<file path="config.mk">
export PLATFORM = sky130hd
export DESIGN_NAME = rf_alu_sequencer
export DESIGN_NICKNAME = d
export VERILOG_FILES = /design/src/rtl/rf_alu_sequencer.sv
export SDC_FILE = /design/constraint.sdc
export NUM_CORES = 1
export LEC_CHECK = 0
export ABC_AREA = 1
export CAP_MARGIN = 40
export CORE_MARGIN = 5
export CORE_UTILIZATION = 52
export DETAILED_ROUTE_END_ITERATION = 8
export PLACE_DENSITY_LB_ADDON = 0.05
export SLEW_MARGIN = 20
export SYNTH_ARGS = -nofsm -noshare
export SYNTH_HDL_FRONTEND = slang
export SYNTH_SLANG_ARGS = --single-unit
export TNS_END_PERCENT = 100
</file>
<file path="constraint.sdc">
create_clock -name clk -period 2.2 [get_ports clk]
set_input_delay 0.22 -clock clk [delete_from_list [all_inputs] [get_ports clk]]
set_output_delay 0.22 -clock clk [all_outputs]
set_load 0.01 [all_outputs]
</file>
<file path="src/rtl/rf_alu_sequencer.sv">
// rf_alu_sequencer: three-state (IDLE -> EXEC -> WB) sequencer that reads two
// operands from an external register file, runs an 8-bit ALU operation and
// writes the result back. One instruction per three cycles.
// Optional feature: define RF_ALU_MUL_EN to make opcode 11 an unsigned
// multiply (low byte written); without it opcode 11 is illegal.
module rf_alu_sequencer (
  input  logic        clk,
  input  logic        rst_n,
  input  logic        instr_valid,
  input  logic [15:0] instr,
  output logic        instr_ready,
  output logic [3:0]  rf_r_address1,
  output logic [3:0]  rf_r_address2,
  input  logic [7:0]  rf_out1,
  input  logic [7:0]  rf_out2,
  output logic [3:0]  rf_w_address,
  output logic [7:0]  rf_data,
  output logic        rf_write_en,
  output logic        done,
  output logic        illegal,
  output logic        flag_z,
  output logic        flag_c,
  output logic        flag_v
);

  localparam int DATA_W  = 8;
  localparam int ADDR_W  = 4;
  localparam int INSTR_W = 16;

  localparam logic [3:0] OP_ADD = 4'd0;
  localparam logic [3:0] OP_SUB = 4'd1;
  localparam logic [3:0] OP_AND = 4'd2;
  localparam logic [3:0] OP_OR  = 4'd3;
  localparam logic [3:0] OP_XOR = 4'd4;
  localparam logic [3:0] OP_NOT = 4'd5;
  localparam logic [3:0] OP_SHL = 4'd6;
  localparam logic [3:0] OP_SHR = 4'd7;
  localparam logic [3:0] OP_MOV = 4'd8;
  localparam logic [3:0] OP_LDI = 4'd9;
  localparam logic [3:0] OP_CMP = 4'd10;
  localparam logic [3:0] OP_MUL = 4'd11;

  typedef enum logic [1:0] {
    S_IDLE = 2'd0,
    S_EXEC = 2'd1,
    S_WB   = 2'd2
  } state_t;

  typedef struct packed {
    logic [DATA_W-1:0] res;
    logic              z;
    logic              c;
    logic              v;
    logic              ok;
  } alu_t;

  // Combinational ALU. ok=0 marks an unsupported opcode; its flag fields are
  // then meaningless and the caller keeps the previous flags.
  function automatic alu_t alu_exec(input logic [3:0]        op,
                                    input logic [DATA_W-1:0] a,
                                    input logic [DATA_W-1:0] b,
                                    input logic [DATA_W-1:0] imm);
    alu_t                     r;
    logic [DATA_W:0]          w;
    logic signed [DATA_W-1:0] sa;
    logic signed [DATA_W-1:0] sb;
    logic signed [DATA_W-1:0] sr;
`ifdef RF_ALU_MUL_EN
    logic [2*DATA_W-1:0]      p;
`endif
    r  = '0;
    r.ok = 1'b1;
    w  = '0;
    sa = signed'(a);
    sb = signed'(b);
    sr = '0;
`ifdef RF_ALU_MUL_EN
    p  = '0;
`endif
    case (op)
      OP_ADD: begin
        w     = {1'b0, a} + {1'b0, b};
        r.res = w[DATA_W-1:0];
        r.c   = w[DATA_W];
        sr    = signed'(r.res);
        r.v   = ((sa < 0) == (sb < 0)) && ((sr < 0) != (sa < 0));
      end
      OP_SUB, OP_CMP: begin
        w     = {1'b0, a} - {1'b0, b};
        r.res = w[DATA_W-1:0];
        r.c   = w[DATA_W];
        sr    = signed'(r.res);
        r.v   = ((sa < 0) != (sb < 0)) && ((sr < 0) != (sa < 0));
      end
      OP_AND: r.res = a & b;
      OP_OR:  r.res = a | b;
      OP_XOR: r.res = a ^ b;
      OP_NOT: r.res = ~a;
      OP_SHL: begin
        r.res = {a[DATA_W-2:0], 1'b0};
        r.c   = a[DATA_W-1];
      end
      OP_SHR: begin
        r.res = {1'b0, a[DATA_W-1:1]};
        r.c   = a[0];
      end
      OP_MOV: r.res = a;
      OP_LDI: r.res = imm;
`ifdef RF_ALU_MUL_EN
      OP_MUL: begin
        p     = a * b;
        r.res = p[DATA_W-1:0];
        r.c   = |p[2*DATA_W-1:DATA_W];
      end
`endif
      default: r.ok = 1'b0;
    endcase
    r.z = (r.res == '0);
    return r;
  endfunction

  state_t             state_q, state_d;
  logic [INSTR_W-1:0] instr_q, instr_d;
  logic [DATA_W-1:0]  result_q, result_d;
  logic               z_q, z_d;
  logic               c_q, c_d;
  logic               v_q, v_d;

  logic [3:0]         op;
  logic [ADDR_W-1:0]  rd;
  alu_t               alu;

  assign op  = instr_q[15:12];
  assign rd  = instr_q[11:8];
  assign alu = alu_exec(op, rf_out1, rf_out2, instr_q[7:0]);

  assign flag_z = z_q;
  assign flag_c = c_q;
  assign flag_v = v_q;

  // State, latched instruction, result and flags; synchronous active-low reset
  always_ff @(posedge clk) begin
    if (!rst_n) begin
      state_q  <= S_IDLE;
      instr_q  <= '0;
      result_q <= '0;
      z_q      <= 1'b0;
      c_q      <= 1'b0;
      v_q      <= 1'b0;
    end else begin
      state_q  <= state_d;
      instr_q  <= instr_d;
      result_q <= result_d;
      z_q      <= z_d;
      c_q      <= c_d;
      v_q      <= v_d;
    end
  end

  // Next-state and outputs; every strobe is forced low while reset is held
  always_comb begin
    state_d       = state_q;
    instr_d       = instr_q;
    result_d      = result_q;
    z_d           = z_q;
    c_d           = c_q;
    v_d           = v_q;
    instr_ready   = 1'b0;
    rf_r_address1 = '0;
    rf_r_address2 = '0;
    rf_w_address  = '0;
    rf_data       = '0;
    rf_write_en   = 1'b0;
    done          = 1'b0;
    illegal       = 1'b0;
    case (state_q)
      S_IDLE: begin
        instr_ready = 1'b1;
        if (instr_valid) begin
          instr_d = instr;
          state_d = S_EXEC;
        end
      end
      S_EXEC: begin
        rf_r_address1 = instr_q[7:4];
        rf_r_address2 = instr_q[3:0];
        if (alu.ok) begin
          result_d = alu.res;
          z_d      = alu.z;
          c_d      = alu.c;
          v_d      = alu.v;
        end
        state_d = S_WB;
      end
      S_WB: begin
        done    = 1'b1;
        illegal = !alu.ok;
        if (alu.ok && (op != OP_CMP)) begin
          rf_write_en  = 1'b1;
          rf_w_address = rd;
          rf_data      = result_q;
        end
        state_d = S_IDLE;
      end
      default: state_d = S_IDLE;
    endcase
    if (!rst_n) begin
      instr_ready  = 1'b0;
      done         = 1'b0;
      illegal      = 1'b0;
      rf_write_en  = 1'b0;
      rf_w_address = '0;
      rf_data      = '0;
    end
  end

endmodule

</file>
Yosys cells after proc, flatten, opt, wreduce, memory -nomap -nowiden
Cells that the tools add are included.
- logic and storage cells: 68
- register bits after elaboration: 29
- input bits: 35
- output and inout bits: 27
- muxes and demuxes: 23
- $lt $le $gt $ge: 4
- bitwise operators: 4
- reduce and logical (&&, ||, !) cells: 11
- eq/ne operators: 18
- add/sub/neg operators: 2
- operators with widths (kind ; count):
    8-bit one-hot mux with 10 select lines ; 1
    8-bit by 1-bit < comparator with 1-bit output, second input constant ; 4
    8-bit two-way mux ; 3
    4-bit two-way mux ; 5
    4-bit by 3-bit == test with 1-bit output, second input constant ; 4
    4-bit == test, second input constant ; 3
    11-bit OR reduction ; 1
    1-bit two-way mux ; 10
    8-bit by 8-bit adder with 9-bit output ; 1
    8-bit by 8-bit subtractor with 9-bit output ; 1
    8-bit AND ; 1
    4-bit by 2-bit == test with 1-bit output, second input constant ; 2
    8-bit zero test ; 1
    8-bit NOT ; 1
    8-bit bitwise OR ; 1
    8-bit XOR ; 1
    4-bit by 1-bit == test with 1-bit output, second input constant ; 1
    4-bit zero test ; 1
    4-bit inequality test, second input constant ; 1
    1-bit one-hot mux with 4 select lines ; 1
    2-bit one-hot mux with 2 select lines ; 1
    2-bit AND reduction ; 2
    1-bit logical AND ; 3
    1-bit inequality test ; 3
    9 further kinds ; 9

Depth between registers and ports, before layout
Gate-level depths: netlist (run 1).
- word-level depth: 7
- gate-level depth with buffers: 16
- mapped depth without buffers: 15

Worst setup path before layout (run 1)
Ideal clock, no wire load.
- kind: input to register
- from: input port rf_out1[0]
- to: register z_q, in the netlist flag_z
- arrival: 1.687 ns
- data required time: 2.128 ns
- setup time: 0.072 ns
- setup slack: 0.441 ns
- cell stages on the path: 10
- cell sequence: ha_1 -> fa_1 -> or2_2 -> nand3_1 -> o21ai_0 -> nor2_1 -> nand3_1 -> nor2_1 -> nand3_1 -> a21oi_1
- word-level cells in the longest chain between the ends: 3
- elaborated cells on any way between the ends: 8
- those cells by class: add/sub (2); mux (1); bitwise (4); reduce/logical (1)
- RTL lines (what ; RTL line ; RTL):
    from (decl) ; 14 ; input logic [7:0] rf_out1,
    8-bit by 8-bit subtractor with 9-bit output (tied with other cells) ; 89 ; w = {1'b0, a} - {1'b0, b};
    8-bit one-hot mux with 10 select lines * ; 80 ; case (op)
    8-bit zero test * ; 118 ; r.z = (r.res == '0);
    to (signal assigned) ; 154 ; z_q <= z_d;
    to (decl) ; 125 ; logic z_q, z_d;
Every way passes the cells marked *; elsewhere a longest branch is shown, timed or not.
A chain may end at the register's enable or synchronous reset.

Worst setup path in the final report (run 1)
- from: input port rf_out2[4]
- to: register z_q, in the netlist flag_z
- word-level cells in the longest chain between the ends: 3
- elaborated cells on any way between the ends: 7
- those cells by class: add/sub (2); mux (1); bitwise (3); reduce/logical (1)
- RTL lines (what ; RTL line ; RTL):
    from (decl) ; 15 ; input logic [7:0] rf_out2,
    8-bit by 8-bit subtractor with 9-bit output (tied with other cells) ; 89 ;
    8-bit one-hot mux with 10 select lines * ; 80 ;
    8-bit zero test * ; 118 ;
Marks and branches as above.

==> impl_metrics.py, run 1 <==
metrics = {
    "status": {
        "outcome": "finished clean",
    },
    "power": {
        "power_density_nw_per_um2": 461,
        "peakVddDrop_mv": 0.506,
        "total_power_mw": 1.87,
        "p_clk_share_pct": 25.8,
        "switching_share_pct": 36.2,
        "p_seq_share_pct": 31.7,
        "leakage_nw": 2.17,
        "p_int_mw": 1.20,
        "p_sw_uw": 678,
        "combPwrFrac_pct": 42.4,
    },
    "yosys": {
        "syn_area_sq_um": 2800,
        "synth_nets": 553,
        "synth_cells": 492,
        "synthArstFlopShare_pct": 0,
        "synthFlopType": "dfxtp_1",
        "synth_top_area_share_pct": 20.7,
        "ys_types": 27,
        "synth_area_leaders": "dfxtp_1 21%, nand2_1 18%, ha_1 11%",
        "yosys.area.top_type": "dfxtp_1",
        "yosys_register_bits": 29,
        "yosysWarnings": 0,
        "synth.most_common_cell": "nand2_1",
        "synth_commonest_cells": "136 x nand2_1, 73 x inv_1, 71 x nor2_1, 56 x nand3_1, 31 x a21oi_1",
        "yosysSeqAreaShare_pct": 20.7,
        "avgSynthCellArea_sq_um": 5.69,
        "synth_edf_count": 0,
    },
    "setup_path": {
        "rrSetupSlack_ns": 0.32,
        "critical_path.top_delay_family": "simple AND/OR/NAND/NOR gates",
        "crit_type": "in -> reg",
        "endpoint_kind": "register",
        "critPathLaunchType": "input port",
        "worstPathCellList": "clkdlybuf4s50_1 -> inv_1 -> ha_2 -> buf_4 -> nor2_1 -> nand3_1 -> nand3_1 -> nand2_1 -> nand3_1 -> nand3_1 -> nor2_1 -> nand3_1 -> a21oi_2",
        "cp.required_ns": 2.42,
        "crit_path_top_delay_cell": "clkdlybuf4s50_1",
        "cpMostUsedCell": "nand3_1",
        "critPathArrivalTime_ns": 2.30,
        "crit_buf_inv": 3,
        "crit_path_max_fanout": 6,
        "cpPeakStageDelay_ns": 0.51,
    },
    "cts": {
        "cts_made_buffers": 5,
        "path_clk_slew_ns": 0.06,
        "cts_num_sinks": 29,
        "cts_tree": "built",
        "clkLatencyLatePin_ns": 0.28,
        "clock-root-buffer": "clkbuf_8",
        "clock_path_buffers": 2,
        "cts_hold_buf": 0,
        "htreeDepth": 2,
    },
    "die": {
        "die_h_microns": 83.4,
        "core_sq_um": 5170,
        "dieWidth_microns": 83.4,
        "rows": 26,
        "ioPinCount": 62,
        "die_area_sq_um": 6960,
        "initial_core_util_pct": 54.2,
    },
    "routing": {
        "totalWireLength_mm": 9.90,
        "postRouteAntennaNets": 0,
        "vias_per_cell": 5.43,
        "vias": 3670,
        "drt_iter0_drc": 355,
        "firstDrtPassIters": 5,
        "wl_per_cell_microns": 14.6,
        "drc_errors": 0,
    },
    "global_route": {
        "grt_pass1_wl_mm": 15.9,
        "grt_max_degree": 27,
        "use_met1_pct": 36.1,
        "met2_usage_pct": 46.9,
        "top_usage_layer": "met2",
        "grt-ovfl-total": 0,
        "grt_usage_pct": 27.7,
        "grt_pass1_vias": 3481,
        "grt.met3_usage_pct": 5.05,
        "antenna_found_initial": 0,
    },
    "placed_design": {
        "routabilityCongestion": 1.04,
        "dp_hpwl_mm": 7.66,
        "dpl.cell_count": 667,
        "port-buffer-count": 61,
    },
    "worst_hold_path": {
        "hp-class": "reg -> reg",
    },
    "timing": {
        "fin_crit_ns": 2.08,
        "tightest_slew_ns": 0.696,
        "max_slew_margin_pct": 53.5,
        "fin_worst_skew_ns": 0.00328,
        "max_freq_ghz": 0.480,
        "finalSetupViolations": 0,
        "period_share_pct": 94.7,
        "drv_slew": 0,
        "hold_viol": 0,
        "fin_tns_setup_ns": 0,
    },
    "finish": {
        "utilization_pct": 78.6,
        "diodes": 0,
        "syn2layout_area_growth_pct": 45.1,
        "nFillCells": 410,
        "finish.net_count": 666,
        "drive_gt1_share_pct": 15.8,
        "final_cells": 676,
    },
    "flow_run": {
        "drv_cap": 0,
    },
}
## per-stage QoR
step                instance area (sq um)  setup WS (ns)  hold WS, ns
finish                               4070          0.117        0.451
global route                         4070       -0.00322        0.481
CTS                                  3960       0.000877        0.456
detailed placement                   3860         -0.249        0.447
global placement                     3860         -0.226        0.438
floorplan                            2800          0.441        0.358
## worst min-delay path: stages, from the launching register on
cell,delay (ns)
dfxtp_1,0.29
inv_1,0.06
a21oi_1,0.05
## path summary, 6_finish.rpt
path	start	cells after the start	end
max	rf_out2[4]	13	flag_z$_SDFFE_PN0P_
min	instr_q[10]$_SDFFE_PN0P_	2	instr_q[10]$_SDFFE_PN0P_
max reg2reg	instr_q[14]$_SDFFE_PN0P_	11	result_q[5]$_SDFFE_PN0P_
min reg2reg	instr_q[10]$_SDFFE_PN0P_	2	instr_q[10]$_SDFFE_PN0P_
## cells by family after synthesis
| group | synth area share (%) |
|---|---|
| AO/OA/AOI/OAI | 11.9 |
| XOR/XNOR | 0.625 |
| adder cells (fa/ha/maj) | 12.1 |
| buffers and inverters | 12.2 |
| AND/OR/NAND/NOR | 42.4 |
| flip-flops | 20.7 |
## cell usage in the layout (no fill, tap or decap), types with 2 or more instances in the layout
| cell type | instances |
|---|---|
| dlygate4sd2_1 | 7 |
| nand4_1 | 6 |
| o211ai_1 | 2 |
| a21oi_1 | 27 |
| inv_2 | 4 |
| nand3_1 | 56 |
| buf_4 | 56 |
| fa_2 | 2 |
| a211oi_1 | 3 |
| dlymetal6s2s_1 | 8 |
| ha_1 | 18 |
| ha_2 | 3 |
| nand3b_1 | 3 |
| o21ai_0 | 24 |
| clkdlybuf4s50_1 | 46 |
| a21oi_2 | 4 |
| clkbuf_8 | 7 |
| xor2_1 | 2 |
| nor2_2 | 9 |
| dfxtp_2 | 3 |
| ha_4 | 3 |
| inv_1 | 73 |
| dfxtp_1 | 26 |
| nand2_1 | 136 |
| or2_2 | 2 |
| nor2_1 | 66 |
| nor3_1 | 3 |
## flip-flops by register name (all words and copies together), names as in the netlist
signal and cells:
flag_z 1, result_q 8, state_q 2, flag_c 1
flag_v 1, instr_q 16
## layer usage
metal,routed length [microns],up-vias
li1,-,1780
met3,884,22
met4,155,0
met1,4130,1677
met5,0,-
met2,4740,191
## final cells by class
class,instances,area [sq um],area share (%)
Clock buffer,7,96.3,2.37
Clock inverter,1,5.00,0.123
Inverter,78,293,7.20
Multi-Input combinational cell,374,1960,48.1
Sequential cell,29,584,14.4
Tap cell,70,87.6,2.15
Timing Repair Buffer,117,1040,25.6
## power groups by stage
stage               Combinational [mW]  Clock [mW]  Sequential, mW
floorplan                        0.401           0           0.598
global placement                 0.733           0           0.602
detailed placement               0.747           0           0.603
CTS                              0.751       0.492           0.592
global route                     0.869       0.525           0.598
finish                           0.795       0.484           0.594
## what timing repair did
| action | in CTS | in global routing |
|---|---|---|
| pin swaps | 0 | 1 |
| setup endpoints to repair | 7 | 11 |
| setup buffers | 0 | 1 |
| gates cloned | 0 | 0 |
| gates resized for setup | 7 | 30 |
| hold endpoints to repair | 0 | 0 |
Note: power is estimated with default switching activity, not from simulation.
==> run 2: changes to the inputs <==
--- a/config.mk
+++ b/config.mk
@@ -8,7 +8,8 @@
 export ABC_AREA = 1
 export CAP_MARGIN = 40
 export CORE_MARGIN = 5
-export CORE_UTILIZATION = 52
+export CORE_UTILIZATION = 51
+export CTS_BUF_LIST = sky130_fd_sc_hd__clkbuf_4 sky130_fd_sc_hd__clkbuf_8 sky130_fd_sc_hd__clkbuf_16
 export DETAILED_ROUTE_END_ITERATION = 8
 export PLACE_DENSITY_LB_ADDON = 0.05
 export SLEW_MARGIN = 20
==> impl_metrics.py, run 2 (synthesis gave the netlist of run 1 again) <==
metrics = {
    "status": {
        "outcome": "finished clean",
    },
    "timing": {
        "tightest_slew_ns": 0.711,
        "max_slew_margin_pct": 52.5,
        "fin_worst_skew_ns": 0.00619,
        "max_freq_ghz": 0.467,
        "hold_viol": 0,
        "fin_crit_ns": 2.14,
        "setup_slack_ns": 0.0605,
        "fin_tns_setup_ns": 0,
        "rsz0062_at_grt": "true",
        "period_share_pct": 97.3,
        "finalSetupViolations": 0,
        "drv_slew": 0,
    },
    "finish": {
        "largestRegisters": "instr_q: 16 flops, result_q: 8 flops, state_q: 2 flops",
        "final_common_cell": "nand2_1",
        "largest-register": "instr_q",
        "multi_input_area_sq_um": 1920,
        "mostFrequentLayoutCells": "136 x nand2_1, 73 x inv_1, 69 x nor2_1",
        "syn2layout_area_growth_pct": 43.8,
        "postLayoutCellArea_sq_um": 4030,
        "largest_register_ffs": 16,
        "drive_gt1_share_pct": 14.4,
        "finish.net_count": 663,
        "nFillCells": 484,
        "diodes": 0,
        "ff_latch_area_sq_um": 584,
    },
    "setup_path": {
        "crit_type": "in -> reg",
        "cp.required_ns": 2.41,
        "r2r-start": "instr_q[14]$_SDFFE_PN0P_",
        "critPathArrivalTime_ns": 2.35,
        "endpoint_kind": "register",
        "reg2reg_depth": 12,
        "startpoint": "rf_out1[0]",
        "rrSetupSlack_ns": 0.40,
        "cp-endpoint": "flag_z$_SDFFE_PN0P_",
        "r2r_end": "flag_z$_SDFFE_PN0P_",
        "critPathLaunchType": "input port",
        "crit_path_max_fanout": 3,
    },
    "routing": {
        "postRouteAntennaNets": 0,
        "totalWireLength_mm": 9.02,
        "vias_per_cell": 5.25,
        "drt_iter0_drc": 191,
        "wl_per_cell_microns": 13.4,
        "vias": 3543,
        "drc_errors": 0,
        "firstDrtPassIters": 5,
    },
    "power": {
        "peakVddDrop_mv": 0.353,
        "total_power_mw": 1.84,
        "power_density_nw_per_um2": 457,
        "leakage_nw": 2.21,
    },
    "die": {
        "die_area_sq_um": 7080,
        "ioPinCount": 62,
        "rows": 27,
        "initial_core_util_pct": 51.8,
        "dieWidth_microns": 84.1,
        "die_h_microns": 84.1,
        "core_sq_um": 5410,
    },
    "global_route": {
        "antenna_found_initial": 0,
        "grt_usage_pct": 25.5,
        "grt-ovfl-total": 0,
        "grt_pass1_vias": 3348,
        "grt_max_degree": 28,
        "grt_pass1_wl_mm": 14.9,
    },
    "cts": {
        "clkLatencyLatePin_ns": 0.28,
        "cts_made_buffers": 5,
        "path_clk_slew_ns": 0.06,
        "cts_tree": "built",
        "clock-root-buffer": "clkbuf_8",
        "clock_path_buffers": 2,
        "cts_hold_buf": 0,
        "postCtsSetupBuffers": 0,
        "cts_num_sinks": 29,
        "htreeDepth": 2,
    },
    "placed_design": {
        "placed_area_sq_um": 3850,
        "dp_hpwl_mm": 7.27,
        "dp_slack_ns": -0.278,
        "port-buffer-count": 61,
        "routabilityCongestion": 0.979,
    },
    "flow_run": {
        "drv_cap": 0,
    },
    "worst_hold_path": {
        "hp-class": "reg -> reg",
    },
}
## run 2: changes by cell type in the layout (fill, tap and decap cells not counted)
cell,change
buf_4,-3
dlygate4sd2_1,-6
nor2_1,+3
ha_4,-2
clkdlybuf4s50_1,+2
a21oi_1,+2
nor2_2,-3
ha_1,+2
nand3_2,+1
nand3_1,-1
dlymetal6s2s_1,+4
a21oi_2,-2
## run 2: metrics by stage
step           instances  util [%]  hold slack [ns]
2_1_floorplan        492         -            0.358
3_3_place_gp         667      71.3            0.437
3_5_place_dp         667      71.3            0.447
4_1_cts              675      73.1            0.456
5_1_grt              675      74.5            0.489
6_report             675      74.5            0.452
## run 2: where the power goes
group | total, mW | switching (mW) | internal [mW] | leakage [nW]
clock | 0.485 | 0.203 | 0.282 | 0.0542
combinational | 0.761 | 0.428 | 0.333 | 1.92
sequential | 0.593 | 0.0251 | 0.568 | 0.240
total | 1.84 | 0.656 | 1.18 | 2.21
## run 2: critical path, stage by stage
cell             delay [ns]
clkdlybuf4s50_1        0.46
ha_1                   0.26
fa_2                   0.37
or2_2                  0.28
nand3_1                0.08
o21ai_0                0.08
nor2_1                 0.19
nand3_1                0.09
nor2_1                 0.12
nand3_1                0.08
a21oi_1                0.11
## run 2: what timing repair did
item,4_1_cts,5_1_grt
resized for setup,1,27
setup endpoints to repair,2,18
pin swaps,1,1
## run 2: layout make-up
class                           instances  area share [%]
Multi-Input combinational cell        374            47.7
Clock inverter                          1           0.124
Clock buffer                            7            2.39
Tap cell                               72            2.24
Timing Repair Buffer                  114            25.8
Sequential cell                        29            14.5
Inverter                               78            7.27
## run 2: per-layer routing
metal | track usage, % | vias to the layer above | wire length, microns
met5 | 0 | - | 0
met4 | 7.60 | 0 | 177
met3 | 4.64 | 17 | 514
met2 | 43.7 | 125 | 4250
met1 | 32.4 | 1632 | 4080
li1 | - | 1769 | -
## run 2: how the worst min path moves through the flow
stage                                     endpoint                      from  slack, ns  cells past startpoint
after global routing      instr_q[11]$_SDFFE_PN0P_  instr_q[11]$_SDFFE_PN0P_       0.49                      2
after global placement    instr_q[10]$_SDFFE_PN0P_  instr_q[10]$_SDFFE_PN0P_       0.44                      2
after floorplan                flag_v$_SDFFE_PN0P_                     rst_n       0.36                      2
after CTS                 instr_q[11]$_SDFFE_PN0P_  instr_q[11]$_SDFFE_PN0P_       0.46                      2
after detailed placement  instr_q[10]$_SDFFE_PN0P_  instr_q[10]$_SDFFE_PN0P_       0.45                      2
final                     instr_q[11]$_SDFFE_PN0P_  instr_q[11]$_SDFFE_PN0P_       0.45                      2
==> edit, RTL diff (config.mk and constraints of run 2) <==
Encoding of `state_t`: now one-hot (3 bits for 3 states).
--- a/src/rtl/rf_alu_sequencer.sv
+++ b/src/rtl/rf_alu_sequencer.sv
@@ -40,10 +40,10 @@
   localparam logic [3:0] OP_CMP = 4'd10;
   localparam logic [3:0] OP_MUL = 4'd11;
 
-  typedef enum logic [1:0] {
-    S_IDLE = 2'd0,
-    S_EXEC = 2'd1,
-    S_WB   = 2'd2
+  typedef enum logic [2:0] {
+    S_IDLE = 3'b001,
+    S_EXEC = 3'b010,
+    S_WB   = 3'b100
   } state_t;
 
   typedef struct packed {
Function: same outputs for any inputs over 10 cycles, from zero or initial values and one cycle with rst_n low; not proved beyond that.
==> edit against run 2 <==
  * Area after synthesis decreased by 0.71%
  * Sequential cell count increased by 1
  * Total power decreased by 3.7%
  * Clock power decreased by 4.9%
  * Setup slack improved by 0.0095 ns
  * Routed wire length increased by 0.95%
  * Die area decreased by 0.63%
  * Global-route usage decreased by 0.53 points
  * Via count decreased by 4.0%
  * Design area decreased by 3.0%
==> edit: results (changes against run 2) <==
[finish]
num-nonclk-inverters=75  ; -3.8%
fill_cells=461  ; -4.8%
nMultiInputCombCells=360  ; -3.7%
layout-drive-gt1-share=0.119  ; -0.0255
buffer_area_frac=0.255  ; -0.00209
multi_input_area_share=0.472  ; -0.00566
buffers=108  ; -5.3%
fin_cells=651  ; -3.6%
area.sequential_um2=603  ; +3.2%

[placed_design]
dp_cells=643  ; -3.6%
postPlaceCellArea_um2=3750  ; -2.7%
dp_slack_ns=-0.181  ; +0.0972 ns

[global_routing]
grt_use_total=0.249  ; -0.00530
gr-usage-met3=0.0642  ; +0.0178
grt_use_met1=0.312  ; -0.0122
grt_pass1_vias=3237  ; -3.3%
grt_pass1_wl_um=14500  ; -2.6%
use_met2=0.419  ; -0.0182

[logic_synthesis]
synthCells=479  ; -2.6%
yosysUniqueCellTypes=28  ; +3.7%
syn_avg_cell_area_um2=5.81  ; +2.0%
yosys-top-cells-area=dfxtp_1 (22%), nand2_1 (18%), ha_1 (11%)
netlist_top_cells_count=nand2_1 (131), inv_1 (75), nor2_1 (73), nand3_1 (44), a21oi_1 (34)

[detailed_routing]
met3_length_um=760  ; +48%
drt_first_pass_iters=6  ; +1
drt_iter0_markers=215  ; +13%
wl_met1_um=3860  ; -5.5%
wire_per_inst_um=14.0  ; +4.7%

[min_path]
worstHoldStart=instr_q[10]

[pwr]
cellLeakagePower_nw=2.15  ; -2.9%

[critical_path]
startpoint=rf_out1[3]
r2r_cells=10  ; -2

[run_status]
status=finished clean

-- edit: cell count changes in the layout (fill, tap and decap cells not counted), sizes merged, moves of 3 or more --
cell / change
a21oi: +3
buf: -6
o21ai: +3
nand3: -11
nand2: -6
-- edit: path summary, 6_finish.rpt --
check | slack (ns) | to
worst max-delay path | 0.07 | flag_z
worst max register to register | 0.13 | result_q[2]
worst min-delay path | 0.45 | instr_q[10]
worst min register to register | 0.45 | instr_q[10]
-- edit: timing repair --
action,CTS,global route
gates cloned,0,0
gates resized for setup,1,25
pin swaps,0,2
setup endpoints to repair,12,18
-- edit: cells by family (layout without fill, tap and decap cells) --
group           Yosys count  in the layout  synth area share
xor+xnor                  3              3           0.00945
flops                    30             30             0.216
buf+inv                  89            191             0.132
fa+ha+maj                26             26             0.122
compound gates           70             70             0.135
simple gates            261            261             0.385
-- edit: power breakdown --
group	switching, mW	leakage (nW)	total, mW	internal [mW]
combinational	0.402	1.85	0.707	0.305
sequential	0.0225	0.247	0.603	0.580
clock	0.197	0.0517	0.461	0.264
